## config.mk

```make
export PLATFORM = sky130hd
export DESIGN_NAME = ap_pp_gen_12b_flat
export DESIGN_NICKNAME = d
export VERILOG_FILES = /design/src/rtl/ap_mult_pkg.sv /design/src/rtl/ap_pp_gen_12b_if.sv /design/src/rtl/ap_skid_fifo2.sv /design/src/rtl/ap_pp_gen_12b.sv /design/src/flat_wrapper.sv
export SDC_FILE = /design/constraint.sdc
export NUM_CORES = 1
export LEC_CHECK = 0
export ABC_AREA = 1
export CORE_ASPECT_RATIO = 1.5
export CORE_MARGIN = 4
export CORE_UTILIZATION = 58
export CTS_BUF_LIST = sky130_fd_sc_hd__clkbuf_16
export DETAILED_ROUTE_END_ITERATION = 7
export DONT_BUFFER_PORTS = 1
export PLACE_DENSITY_LB_ADDON = 0.05
export SYNTH_ARGS = -nofsm -noshare
export SYNTH_HDL_FRONTEND = slang
export SYNTH_HIERARCHICAL = 1
export SYNTH_SLANG_ARGS = --single-unit
```

## constraint.sdc

```tcl
create_clock -name clk -period 10.1 [get_ports clk]
set_clock_uncertainty 0.2 [all_clocks]
set_input_delay 2.02 -clock clk [delete_from_list [all_inputs] [get_ports clk]]
set_output_delay 2.02 -clock clk [all_outputs]
set_load 0.01 [all_outputs]
```

## src/rtl/ap_mult_pkg.sv

```systemverilog
// Shared constants, types and helpers for the 12-bit approximate Wallace multiplier.
// Each partial-product bit index maps onto a column of the compressor tree.
package ap_mult_pkg;

  localparam int AP_WIDTH   = 12;
  localparam int AP_PP_BITS = AP_WIDTH * AP_WIDTH;
  localparam int AP_COLS    = 2 * AP_WIDTH - 1;

  typedef logic [AP_PP_BITS-1:0] pp_vec_t;

  // Bit idx = i*width + j holds b[i] & a[j], which belongs to column i+j.
  function automatic int pp_col(int idx, int width = AP_WIDTH);
    return (idx / width) + (idx % width);
  endfunction

endpackage

```

## src/rtl/ap_pp_gen_12b_if.sv

```systemverilog
// Operand-in / partial-product-out handshake bundle of the partial-product stage.
// The slave modport is the stage itself; the master modport is its environment.
interface ap_pp_gen_12b_if
  import ap_mult_pkg::*;
#(
  parameter int WIDTH = AP_WIDTH
);

  logic [WIDTH-1:0]       a_i;
  logic [WIDTH-1:0]       b_i;
  logic                   in_valid;
  logic                   in_ready;
  logic [WIDTH*WIDTH-1:0] pp_o;
  logic                   out_valid;
  logic                   out_ready;

  modport slave (
    input  a_i,
    input  b_i,
    input  in_valid,
    output in_ready,
    output pp_o,
    output out_valid,
    input  out_ready
  );

  modport master (
    output a_i,
    output b_i,
    output in_valid,
    input  in_ready,
    input  pp_o,
    input  out_valid,
    output out_ready
  );

endinterface

```

## src/rtl/ap_skid_fifo2.sv

```systemverilog
// Generic 2-entry valid/ready buffer; registered outputs, no input-to-output path.
// The head entry is shown on out_data, forced to zero while the buffer is empty.
module ap_skid_fifo2 #(
  parameter int DW = 8
) (
  input  logic          clk,
  input  logic          rst,
  input  logic [DW-1:0] in_data,
  input  logic          in_valid,
  output logic          in_ready,
  output logic [DW-1:0] out_data,
  output logic          out_valid,
  input  logic          out_ready
);

  logic [DW-1:0] mem [2];
  logic          head;
  logic          tail;
  logic [1:0]    count;
  logic          push;
  logic          pop;

  assign in_ready  = (count != 2'd2) && !rst;
  assign out_valid = (count != 2'd0);
  assign out_data  = out_valid ? mem[head] : '0;

  assign push = in_valid && in_ready;
  assign pop  = out_valid && out_ready;

  // NOTE: sequential state uses non-blocking assignments so every register
  // samples the pre-edge values; blocking here would create order-dependent races.
  always_ff @(posedge clk or posedge rst) begin
    if (rst) begin
      head  <= 1'b0;
      tail  <= 1'b0;
      count <= 2'd0;
      // NOTE: the two entries are reset explicitly because in-flight data must
      // be discarded; a larger RAM-style store would normally be left unreset.
      mem[0] <= '0;
      mem[1] <= '0;
    end else begin
      if (push) begin
        mem[tail] <= in_data;
        tail      <= ~tail;
      end
      if (pop) begin
        head <= ~head;
      end
      unique case ({push, pop})
        2'b10:   count <= count + 2'd1;
        2'b01:   count <= count - 2'd1;
        default: count <= count;
      endcase
    end
  end

endmodule

```

## src/rtl/ap_pp_gen_12b.sv

```systemverilog
// Registered AND-array partial-product generator with optional low-column truncation,
// feeding the approximate-compressor tree through a 2-entry skid buffer.
module ap_pp_gen_12b
  import ap_mult_pkg::*;
#(
  parameter int WIDTH      = AP_WIDTH,
  parameter int TRUNC_COLS = 0
) (
  input logic                 clk,
  input logic                 rst,
  ap_pp_gen_12b_if.slave      bus
);

  localparam int PP = WIDTH * WIDTH;

  logic [PP-1:0] pp_next;

  // Truncated columns are constant zero, so their AND gates vanish at elaboration.
  for (genvar k = 0; k < PP; k++) begin : g_pp
    localparam int COL = pp_col(k, WIDTH);
    if (COL < TRUNC_COLS) begin : g_trunc
      assign pp_next[k] = 1'b0;
    end else begin : g_and
      assign pp_next[k] = bus.b_i[k / WIDTH] & bus.a_i[k % WIDTH];
    end
  end

  ap_skid_fifo2 #(
    .DW (PP)
  ) u_fifo (
    .clk       (clk),
    .rst       (rst),
    .in_data   (pp_next),
    .in_valid  (bus.in_valid),
    .in_ready  (bus.in_ready),
    .out_data  (bus.pp_o),
    .out_valid (bus.out_valid),
    .out_ready (bus.out_ready)
  );

endmodule

```

## src/flat_wrapper.sv

```systemverilog
// flat-port wrapper written by rule: the top's interface ports become plain ports
module ap_pp_gen_12b_flat import ap_mult_pkg::*;
#(
  parameter int WIDTH      = AP_WIDTH,
  parameter int TRUNC_COLS = 0
)
  (clk, rst, bus_a_i, bus_b_i, bus_in_valid, bus_in_ready, bus_pp_o, bus_out_valid, bus_out_ready);
  ap_pp_gen_12b_if #(.WIDTH(WIDTH)) bus_i ();
  input logic clk;
  input logic rst;
  input wire logic [$bits(bus_i.a_i)-1:0] bus_a_i;
  input wire logic [$bits(bus_i.b_i)-1:0] bus_b_i;
  input wire logic [$bits(bus_i.in_valid)-1:0] bus_in_valid;
  output wire logic [$bits(bus_i.in_ready)-1:0] bus_in_ready;
  output wire logic [$bits(bus_i.pp_o)-1:0] bus_pp_o;
  output wire logic [$bits(bus_i.out_valid)-1:0] bus_out_valid;
  input wire logic [$bits(bus_i.out_ready)-1:0] bus_out_ready;
  assign bus_i.a_i = bus_a_i;
  assign bus_i.b_i = bus_b_i;
  assign bus_i.in_valid = bus_in_valid;
  assign bus_in_ready = bus_i.in_ready;
  assign bus_pp_o = bus_i.pp_o;
  assign bus_out_valid = bus_i.out_valid;
  assign bus_i.out_ready = bus_out_ready;
  ap_pp_gen_12b #(.WIDTH(WIDTH), .TRUNC_COLS(TRUNC_COLS)) u_core (.clk(clk), .rst(rst), .bus(bus_i));
endmodule
```

==> flow_summary.yaml <==
worst_hold_path:
  holdPathEnd: "u_core/u_fifo/mem[262]"
  hold_path_depth: 2
  min_from: "u_core/u_fifo/mem[262]"
  holdCritPathClass: "reg2reg"
run_status:
  status: "completed"
clock_tree:
  tritoncts: "built"
  htreeDepth: 1
  cts_buffers: 29
  cts.clk_slew.worst_paths_ns: 0.06
  post_cts_buffers: 0
  clock_path_buffers: 3
  cts_hold_buffers: 0
  clock-root-buffer: "clkbuf_16"
  clkLatencyLatePin_ns: 0.53
  cts_resized: 0
  cts_sinks: 292
final_layout:
  drive_gt1_frac: 0.0310
  finalCoreUtilization: 0.608
  final_common_cell: "nand2_1"
  antenna_cells: 0
  fin_nets: 1975
  area_growth_pct: 2.92
  mostFrequentLayoutCells: "1,015 x nand2_1, 290 x dfrtp_1, 289 x nand4_1, 155 x inv_1, 144 x a21oi_1"
sta:
  period_needed_ns: 5.52
  min_period_over_period: 0.547
  finalHoldViolations: 0
  holdWs_ns: 0.278
  max_slew_margin: 0.267
  rsz0062_at_grt: "no"
  drv_slew: 0
  worstMarginPinSlew_ns: 1.10
  finalSetupViolCount: 0
  max_freq_mhz: 181
  setup_tns_ns: 0
routing:
  ant_nets: 0
  routed_wirelength_um: 47000
  wire_per_inst_um: 20.5
  viasPerCell: 6.05
  first_pass_iters: 5
  num_vias: 13900
  drt_drc_violations_left: 0
  drt_iter0_drc: 1788
power:
  ir_worst_vdd_mv: 0.230
  power_density_nw_per_um2: 316
  total_power_mw: 4.98
  p_leak_nw: 8.80
setup_path:
  regToRegSetupSlack_ns: 6.70
  r2r-start: "u_core/u_fifo/tail"
  arrival_ns: 3.30
  critical_path_class: "reg2out"
  critical_path.slowest_cell: "inv_4"
  worstSetupStartpointType: "flip-flop"
  cp_max_fo: 74
  critPathRequiredTime_ns: 7.88
  crit_path_max_incr_delay_ns: 0.77
  end_kind: "output port"
  r2r-end: "u_core/u_fifo/mem[272]"
  reg2reg_depth: 5
  cp_cell_sequence: "inv_4 -> buf_4 -> nand2_1 -> a21oi_1"
  critPathLaunch: "u_core/u_fifo/head"
grt:
  grt_max_degree: 292
  grt_remaining_overflow: 0
  grt_pass1_wl_um: 75100
  gr-usage-all-layers: 0.316
  first_global_vias: 13400
  antenna_found_initial: 0
placement:
  hpwl_um: 24000
  port_buffers: 0
  place_congestion: 0.833
synth:
  synth_warnings: 6
  post_synth.cell_area_avg_sq_um: 7.31
  yosysUniqueCellTypes: 17
  synth_cells: 2096
  ys_seq_area_frac: 0.477
  synth_area_sq_um: 15300
  synth_seq_cells: 292
  synth_nets: 2125
floorplan:
  die-area_sq_um: 29100
  core_area_sq_um: 25900
  rows: 72
  die_h_um: 207
  dieWidth_um: 141
  initial_utilization: 0.591
  pin_count: 174
run:
  maxCapViolations: 0
worst max-delay path, delay by kind of cell (launching register included):
kind                   cells  cell delay (ns)
and+or+nand+nor            1             0.10
DFF                        1             0.75
buffers and inverters      2             1.49
AOI/OAI and AO/OA          1             0.31
registers in the layout (all words and copies together), names as in the netlist:
name and flops:
u_core/u_fifo/count 2, u_core/u_fifo/head 1, u_core/u_fifo/mem 288, u_core/u_fifo/tail 1
synth_stat cells, drive strengths merged:
cell type	number	share of area
a21oi	145	0.047
buf	107	0.046
clkbuf	89	0.022
dfrtp	292	0.48
ha	1	0.00082
inv	152	0.037
nand2	1015	0.25
nand3	1	0.00033
nand4	290	0.12
nor2	1	0.00041
xnor2	2	0.0011
xor2	1	0.00057
worst max-delay path by stage:
stage	endpoint	cells past startpoint
4_1_cts	bus_pp_o[12]	4
6_report	bus_pp_o[3]	4
5_1_grt	bus_pp_o[113]	4
2_1_floorplan	u_core/u_fifo/mem[143]	6
3_5_place_dp	bus_pp_o[126]	4
3_3_place_gp	bus_pp_o[4]	4
cell type report:
cell class	count	area, sq um
multi-input combinational	1456	6430
clock inverter	21	164
clock buffer	29	726
fill	2480	10200
timing repair buffer	15	138
tap	333	417
sequential	292	7310
inverter	152	579
per-layer routing:
metal,global-route usage,up-vias,wire length (um)
met5,0,-,0
met4,0.111,0,1770
li1,-,6417,-
met1,0.450,6782,19300
met3,0.0565,96,4090
met2,0.489,608,21900
cell families after synthesis:
kind of cell               after synthesis  share of synthesized area
buffers and inverters                  348                      0.105
DFF                                    292                      0.477
and+or+nand+nor                       1307                      0.368
xor gates and xnor gates                 3                    0.00172
adders and majority gates                1                   0.000816
AOI/OAI and AO/OA                      145                     0.0474
report_power, final:
group | switching (mW) | leakage, nW | internal, mW | total (mW)
Sequential | 0.417 | 3.82 | 1.69 | 2.11
Combinational | 1.34 | 4.52 | 0.484 | 1.83
Clock | 0.452 | 0.466 | 0.591 | 1.04
through the flow:
| stage | instances | instance area, sq um | setup slack, ns |
|---|---|---|---|
| CTS | 2298 | 15800 | 4.60 |
| floorplan | 2096 | 15300 | 2.10 |
| detailed placement | 2248 | 14900 | 5.17 |
| finish | 2298 | 15800 | 4.58 |
| global placement | 2248 | 14900 | 5.27 |
| global route | 2298 | 15800 | 4.38 |
(Power assumes the default switching activity.)
